**src/rtl/ps2_pkg.sv**
```systemverilog
// Shared types and constants for the PS/2 scan-code decoder.
package ps2_pkg;

  typedef enum logic [1:0] {IDLE, DATA, PARITY, STOP} ps2_state_t;

  localparam logic [7:0] PS2_EXT_PREFIX = 8'hE0;
  localparam logic [7:0] PS2_BRK_PREFIX = 8'hF0;

  // PS/2 uses odd parity over the eight data bits plus the parity bit.
  function automatic logic ps2_parity_ok(input logic [7:0] b, input logic p);
    return ^{b, p};
  endfunction

endpackage

```
**src/rtl/ps2_clk_filter.sv**
```systemverilog
// Synchronizes the raw PS/2 pins, deglitches the clock line and emits a
// one-cycle pulse on each filtered falling edge, with the synchronized data bit.
module ps2_clk_filter #(
  parameter int SYNC_STAGES = 2,
  parameter int FILTER_LEN  = 8
) (
  input  logic clk,
  input  logic reset,
  input  logic ps2_clk,
  input  logic ps2_data,
  output logic fall,
  output logic data
);

  localparam int CW = $clog2(FILTER_LEN + 1);

  logic [SYNC_STAGES-1:0] clk_sync;
  logic [SYNC_STAGES-1:0] data_sync;
  logic                   clk_s;
  logic                   clk_f;
  logic [CW-1:0]          cnt;

  assign clk_s = clk_sync[SYNC_STAGES-1];
  assign data  = data_sync[SYNC_STAGES-1];

  // The filtered clock follows the synced clock only after FILTER_LEN
  // consecutive samples disagree with it; any agreeing sample restarts the run.
  always_ff @(posedge clk) begin
    if (reset) begin
      clk_sync  <= '1;
      data_sync <= '1;
      clk_f     <= 1'b1;
      cnt       <= '0;
      fall      <= 1'b0;
    end else begin
      clk_sync  <= {clk_sync[SYNC_STAGES-2:0], ps2_clk};
      data_sync <= {data_sync[SYNC_STAGES-2:0], ps2_data};
      fall      <= 1'b0;
      if (clk_s != clk_f) begin
        if (cnt == CW'(FILTER_LEN - 1)) begin
          clk_f <= clk_s;
          cnt   <= '0;
          fall  <= ~clk_s;
        end else begin
          cnt <= cnt + 1'b1;
        end
      end else begin
        cnt <= '0;
      end
    end
  end

endmodule

```
**src/rtl/ps2_scan_decoder.sv**
```systemverilog
// PS/2 keyboard frame receiver with E0/F0 prefix resolution into held scan-code events.
// Optional mid-frame timeout abort is enabled by defining PS2_TIMEOUT_EN.
module ps2_scan_decoder
  import ps2_pkg::*;
#(
  parameter int SYNC_STAGES    = 2,
  parameter int FILTER_LEN     = 8,
  parameter int TIMEOUT_CYCLES = 50000
) (
  input  logic       clk,
  input  logic       reset,
  input  logic       ps2_clk,
  input  logic       ps2_data,
  output logic [7:0] scanCode,
  output logic       makeBreak,
  output logic       extended,
  output logic       valid,
  output logic       frame_err
);

  // valid/frame_err are single-cycle pulses with no back-pressure: a consumer
  // must sample scanCode/makeBreak/extended on the cycle valid is high or later.

  logic       fall;
  logic       data;
  ps2_state_t fsm_state;
  logic [2:0] bit_cnt;
  logic [7:0] shreg;
  logic       par;
  logic       pend_ext;
  logic       pend_brk;
  logic       stop_hit;
  logic       byte_rdy;
  logic       bad_frame;
  logic       timeout;

  ps2_clk_filter #(
    .SYNC_STAGES (SYNC_STAGES),
    .FILTER_LEN  (FILTER_LEN)
  ) u_filter (
    .clk      (clk),
    .reset    (reset),
    .ps2_clk  (ps2_clk),
    .ps2_data (data_pin_unused_guard(ps2_data)),
    .fall     (fall),
    .data     (data)
  );

  function automatic logic data_pin_unused_guard(input logic d);
    return d;
  endfunction

  // Stop-bit decisions are combinational so the event registers one clk later.
  assign stop_hit  = fall && (fsm_state == STOP);
  assign byte_rdy  = stop_hit && data && ps2_parity_ok(shreg, par);
  assign bad_frame = stop_hit && !byte_rdy;

`ifdef PS2_TIMEOUT_EN
  localparam int TW = $clog2(TIMEOUT_CYCLES);
  logic [TW-1:0] to_cnt;

  always_ff @(posedge clk) begin
    if (reset || fall || (fsm_state == IDLE)) begin
      to_cnt <= '0;
    end else begin
      to_cnt <= to_cnt + 1'b1;
    end
  end

  assign timeout = (fsm_state != IDLE) && !fall && (to_cnt == TW'(TIMEOUT_CYCLES - 1));
`else
  logic unused_timeout_cfg;
  assign unused_timeout_cfg = |TIMEOUT_CYCLES;
  assign timeout = 1'b0;
`endif

  always_ff @(posedge clk) begin
    if (reset) begin
      fsm_state <= IDLE;
      bit_cnt   <= '0;
      shreg     <= '0;
      par       <= 1'b0;
    end else if (timeout) begin
      fsm_state <= IDLE;
    end else if (fall) begin
      case (fsm_state)
        IDLE: begin
          if (!data) begin
            fsm_state <= DATA;
            bit_cnt   <= '0;
          end
        end
        DATA: begin
          shreg   <= {data, shreg[7:1]};
          bit_cnt <= bit_cnt + 1'b1;
          if (bit_cnt == 3'd7) fsm_state <= PARITY;
        end
        PARITY: begin
          par       <= data;
          fsm_state <= STOP;
        end
        STOP: fsm_state <= IDLE;
        default: fsm_state <= IDLE;
      endcase
    end
  end

  always_ff @(posedge clk) begin
    if (reset) begin
      scanCode  <= 8'h00;
      makeBreak <= 1'b0;
      extended  <= 1'b0;
      valid     <= 1'b0;
      frame_err <= 1'b0;
      pend_ext  <= 1'b0;
      pend_brk  <= 1'b0;
    end else begin
      valid     <= 1'b0;
      frame_err <= 1'b0;
      if (byte_rdy) begin
        if (shreg == PS2_EXT_PREFIX) begin
          pend_ext <= 1'b1;
        end else if (shreg == PS2_BRK_PREFIX) begin
          pend_brk <= 1'b1;
        end else begin
          scanCode  <= shreg;
          makeBreak <= ~pend_brk;
          extended  <= pend_ext;
          valid     <= 1'b1;
          pend_ext  <= 1'b0;
          pend_brk  <= 1'b0;
        end
      end else if (bad_frame || timeout) begin
        frame_err <= 1'b1;
        pend_ext  <= 1'b0;
        pend_brk  <= 1'b0;
      end
    end
  end

endmodule

```
**config.mk**
```make
export PLATFORM = sky130hd
export DESIGN_NAME = ps2_scan_decoder
export DESIGN_NICKNAME = d
export VERILOG_FILES = /design/src/rtl/ps2_pkg.sv /design/src/rtl/ps2_clk_filter.sv /design/src/rtl/ps2_scan_decoder.sv
export SDC_FILE = /design/constraint.sdc
export NUM_CORES = 1
export LEC_CHECK = 0
export CORE_ASPECT_RATIO = 1.1
export CORE_UTILIZATION = 55
export CTS_BUF_LIST = sky130_fd_sc_hd__clkbuf_16
export CTS_CLUSTER_SIZE = 16
export DETAILED_ROUTE_END_ITERATION = 6
export PLACE_DENSITY = 0.83
export SLEW_MARGIN = 20
export SYNTH_ARGS = -nofsm -noshare
export SYNTH_HDL_FRONTEND = slang
export SYNTH_SLANG_ARGS = --single-unit
```
**constraint.sdc**
```tcl
create_clock -name clk -period 5.1 [get_ports clk]
set_input_delay 0.51 -clock clk [delete_from_list [all_inputs] [get_ports clk]]
set_output_delay 0.51 -clock clk [all_outputs]
set_load 0.02 [all_outputs]
```
==> results.ini <==
[place]
place_congestion = 0.810
dp_hpwl_um = 2330
port_buffers = 15

[worst_setup_path]
crit_path_max_fanout = 10
critPathArrivalTime_ns = 2.94
start_kind = flop
crit_type = flop to flop
cp-end-kind = flop
crit_required_ns = 5.27

[floorplanning]
die_width_um = 56.0
io_pins = 16
core_um2 = 3050
rows = 21
fp.dieH_um = 61.4
initial_utilization = 0.578
dieArea_um2 = 3440

[power]
vdd_drop_max_v = 0.000280
power_mw = 0.643
power.density_nw_per_um2 = 311
leakage_nw = 0.778

[route]
wl_per_cell_um = 13.6
viasPerCell = 5.74
vias = 1378
drc = 0
first_iter_violations = 136
drtPass1Iterations = 4
routed_wl_um = 3270
ant_nets = 0

[global_routing]
grt_pass1_vias = 1274
track_usage = 0.210
antenna_found_initial = 0
grt_pass1_wl_um = 5500
grt_max_degree = 30
grt-ovfl-total = 0

[clocking]
cts_setup_buffers = 0
cts_sinks = 38
cts_hold_buf = 0
cts_resized = 0
root_buffer = clkbuf_16
clk_path_buf_depth = 2
cts_tree = yes
h-tree-depth = 2
clkLatencyLatePin_ns = 0.28
path_clk_slew_ns = 0.05
cts_inserted_buffers = 5

[yosys]
synth_ff_type = dfxtp_1
yosys_warnings = 0
synth_cell_types = 39
async_flop_share = 0
synth.net_count = 206
yosysSeqAreaShare = 0.432
avgSynthCellArea_um2 = 9.09
netlist_area_um2 = 1760
ys_ff_latch = 38
syn_inst = 194
synth_edf_count = 0

[sta]
setup_viol = 0
final_hold_viol_count = 0
tightest_slew_ns = 1.02
fin_crit_ns = 2.77
worst_hold_slack_ns = 0.412
maxSlewHeadroom = 0.321
slew_viol_final = 0
fin_crit_sh = 0.544
clock_skew_ns = 0.00396
rsz0062_at_grt = no
setup_tns_ns = 0
fmax_mhz = 361

[finish]
antenna_cells = 0
area_delta_synth_final_pct = 17.2
drive_above_1_share = 0.0825
nets = 217
fill_cells = 230

[worst_hold_path]
hp-class = flop to flop

[flow_run]
drv_cap = 0

[run_status]
status = completed

==> worst max-delay path, cell delays in order, from the launching register on <==
cell and delay (ns):
dfxtp_1 0.49, xor2_2 0.24, xnor3_2 0.54, xor2_1 0.17, a221oi_1 0.33, o31a_1 0.53
mux2_4 0.35
==> flip-flops by register name, indices dropped and copies added (netlist names), 2 cells and up <==
register and cells:
u_filter.clk_sync 2, shreg 8, bit_cnt 3, u_filter.data_sync 2
u_filter.cnt 4, fsm_state 2, scanCode 8
==> power breakdown <==
part	leakage, nW	total, mW	internal [mW]	switching [mW]
registers	0.307	0.300	0.299	0.00108
logic	0.384	0.00979	0.00355	0.00624
clock network	0.0864	0.334	0.227	0.107
total	0.778	0.643	0.529	0.114
==> metal layers <==
metal  track usage  wire length, µm  up-vias
li1              -                -      693
met1         0.238             1390      658
met2         0.367             1730       22
met3        0.0651              111        5
met4         0.105               43        0
met5             0                0        -
==> path summary, 6_finish.rpt <==
kind                          from                     to  slack (ns)  cells past startpoint
max reg2reg               shreg[6]              makeBreak        2.33                      6
min          u_filter.data_sync[0]  u_filter.data_sync[1]        0.41                      1
min reg2reg  u_filter.data_sync[0]  u_filter.data_sync[1]        0.41                      1
max                       shreg[6]              makeBreak        2.33                      6
==> per-stage QoR <==
stage | utilization | std cells | area, µm² | worst slack, ns
floorplan | - | 194 | 1760 | 2.79
global placement | 0.625 | 232 | 1900 | 2.37
detailed placement | 0.625 | 232 | 1900 | 2.21
CTS | 0.678 | 240 | 2070 | 2.31
global route | 0.678 | 240 | 2070 | 2.13
finish | 0.678 | 240 | 2070 | 2.33
==> area by class of cell <==
type / count / area (µm²) / area share
repair buffers: 15 / 150 / 0.0726
inverters: 4 / 15.0 / 0.00726
multi-input cells: 141 / 936 / 0.453
clock inverters: 3 / 37.5 / 0.0182
well taps: 34 / 42.5 / 0.0206
clock buffers: 5 / 125 / 0.0605
flip-flops and latches: 38 / 761 / 0.368
==> cells in the mapped netlist (2+ instances only) <==
library cell / count / share of area
nor2_1: 14 / 0.030
nand3b_1: 3 / 0.013
nor3b_1: 2 / 0.0085
nand2_1: 31 / 0.066
nor2b_1: 2 / 0.0071
inv_1: 3 / 0.0064
nand3_1: 12 / 0.034
clkbuf_1: 8 / 0.017
dfxtp_1: 38 / 0.43
xnor2_1: 10 / 0.050
ha_1: 8 / 0.057
mux2i_1: 9 / 0.051
a2111oi_0: 2 / 0.0099
a211oi_1: 2 / 0.0085
buf_2: 2 / 0.0057
o21ai_0: 3 / 0.0085
a21oi_1: 11 / 0.031
xor2_1: 3 / 0.015
a32oi_1: 2 / 0.0099
nor3_1: 7 / 0.020
or2_2: 4 / 0.014
==> layout by cell type (no fill, tap or decap), types with 2 or more instances in the layout <==
cell,count
a2111oi_0,2
a211oi_1,2
a21oi_1,11
a32oi_1,2
clkbuf_16,5
clkdlybuf4s50_1,15
dfxtp_1,38
ha_1,8
inv_1,5
mux2i_1,9
nand2_1,31
nand3_1,12
nand3b_1,3
nor2_1,14
nor2b_1,2
nor3_1,7
nor3b_1,2
o21ai_0,3
or2_2,4
xnor2_1,10
xor2_1,3
==> logic make-up after synthesis <==
group / Yosys count / synth area share
AOI/OAI and AO/OA: 27 / 0.104
xor gates and xnor gates: 15 / 0.0873
adders and majority gates: 8 / 0.0568
buffers and inverters: 15 / 0.0376
DFF: 38 / 0.432
muxes: 10 / 0.0596
and+or+nand+nor: 81 / 0.223
Power figures use the tool's default switching activity.
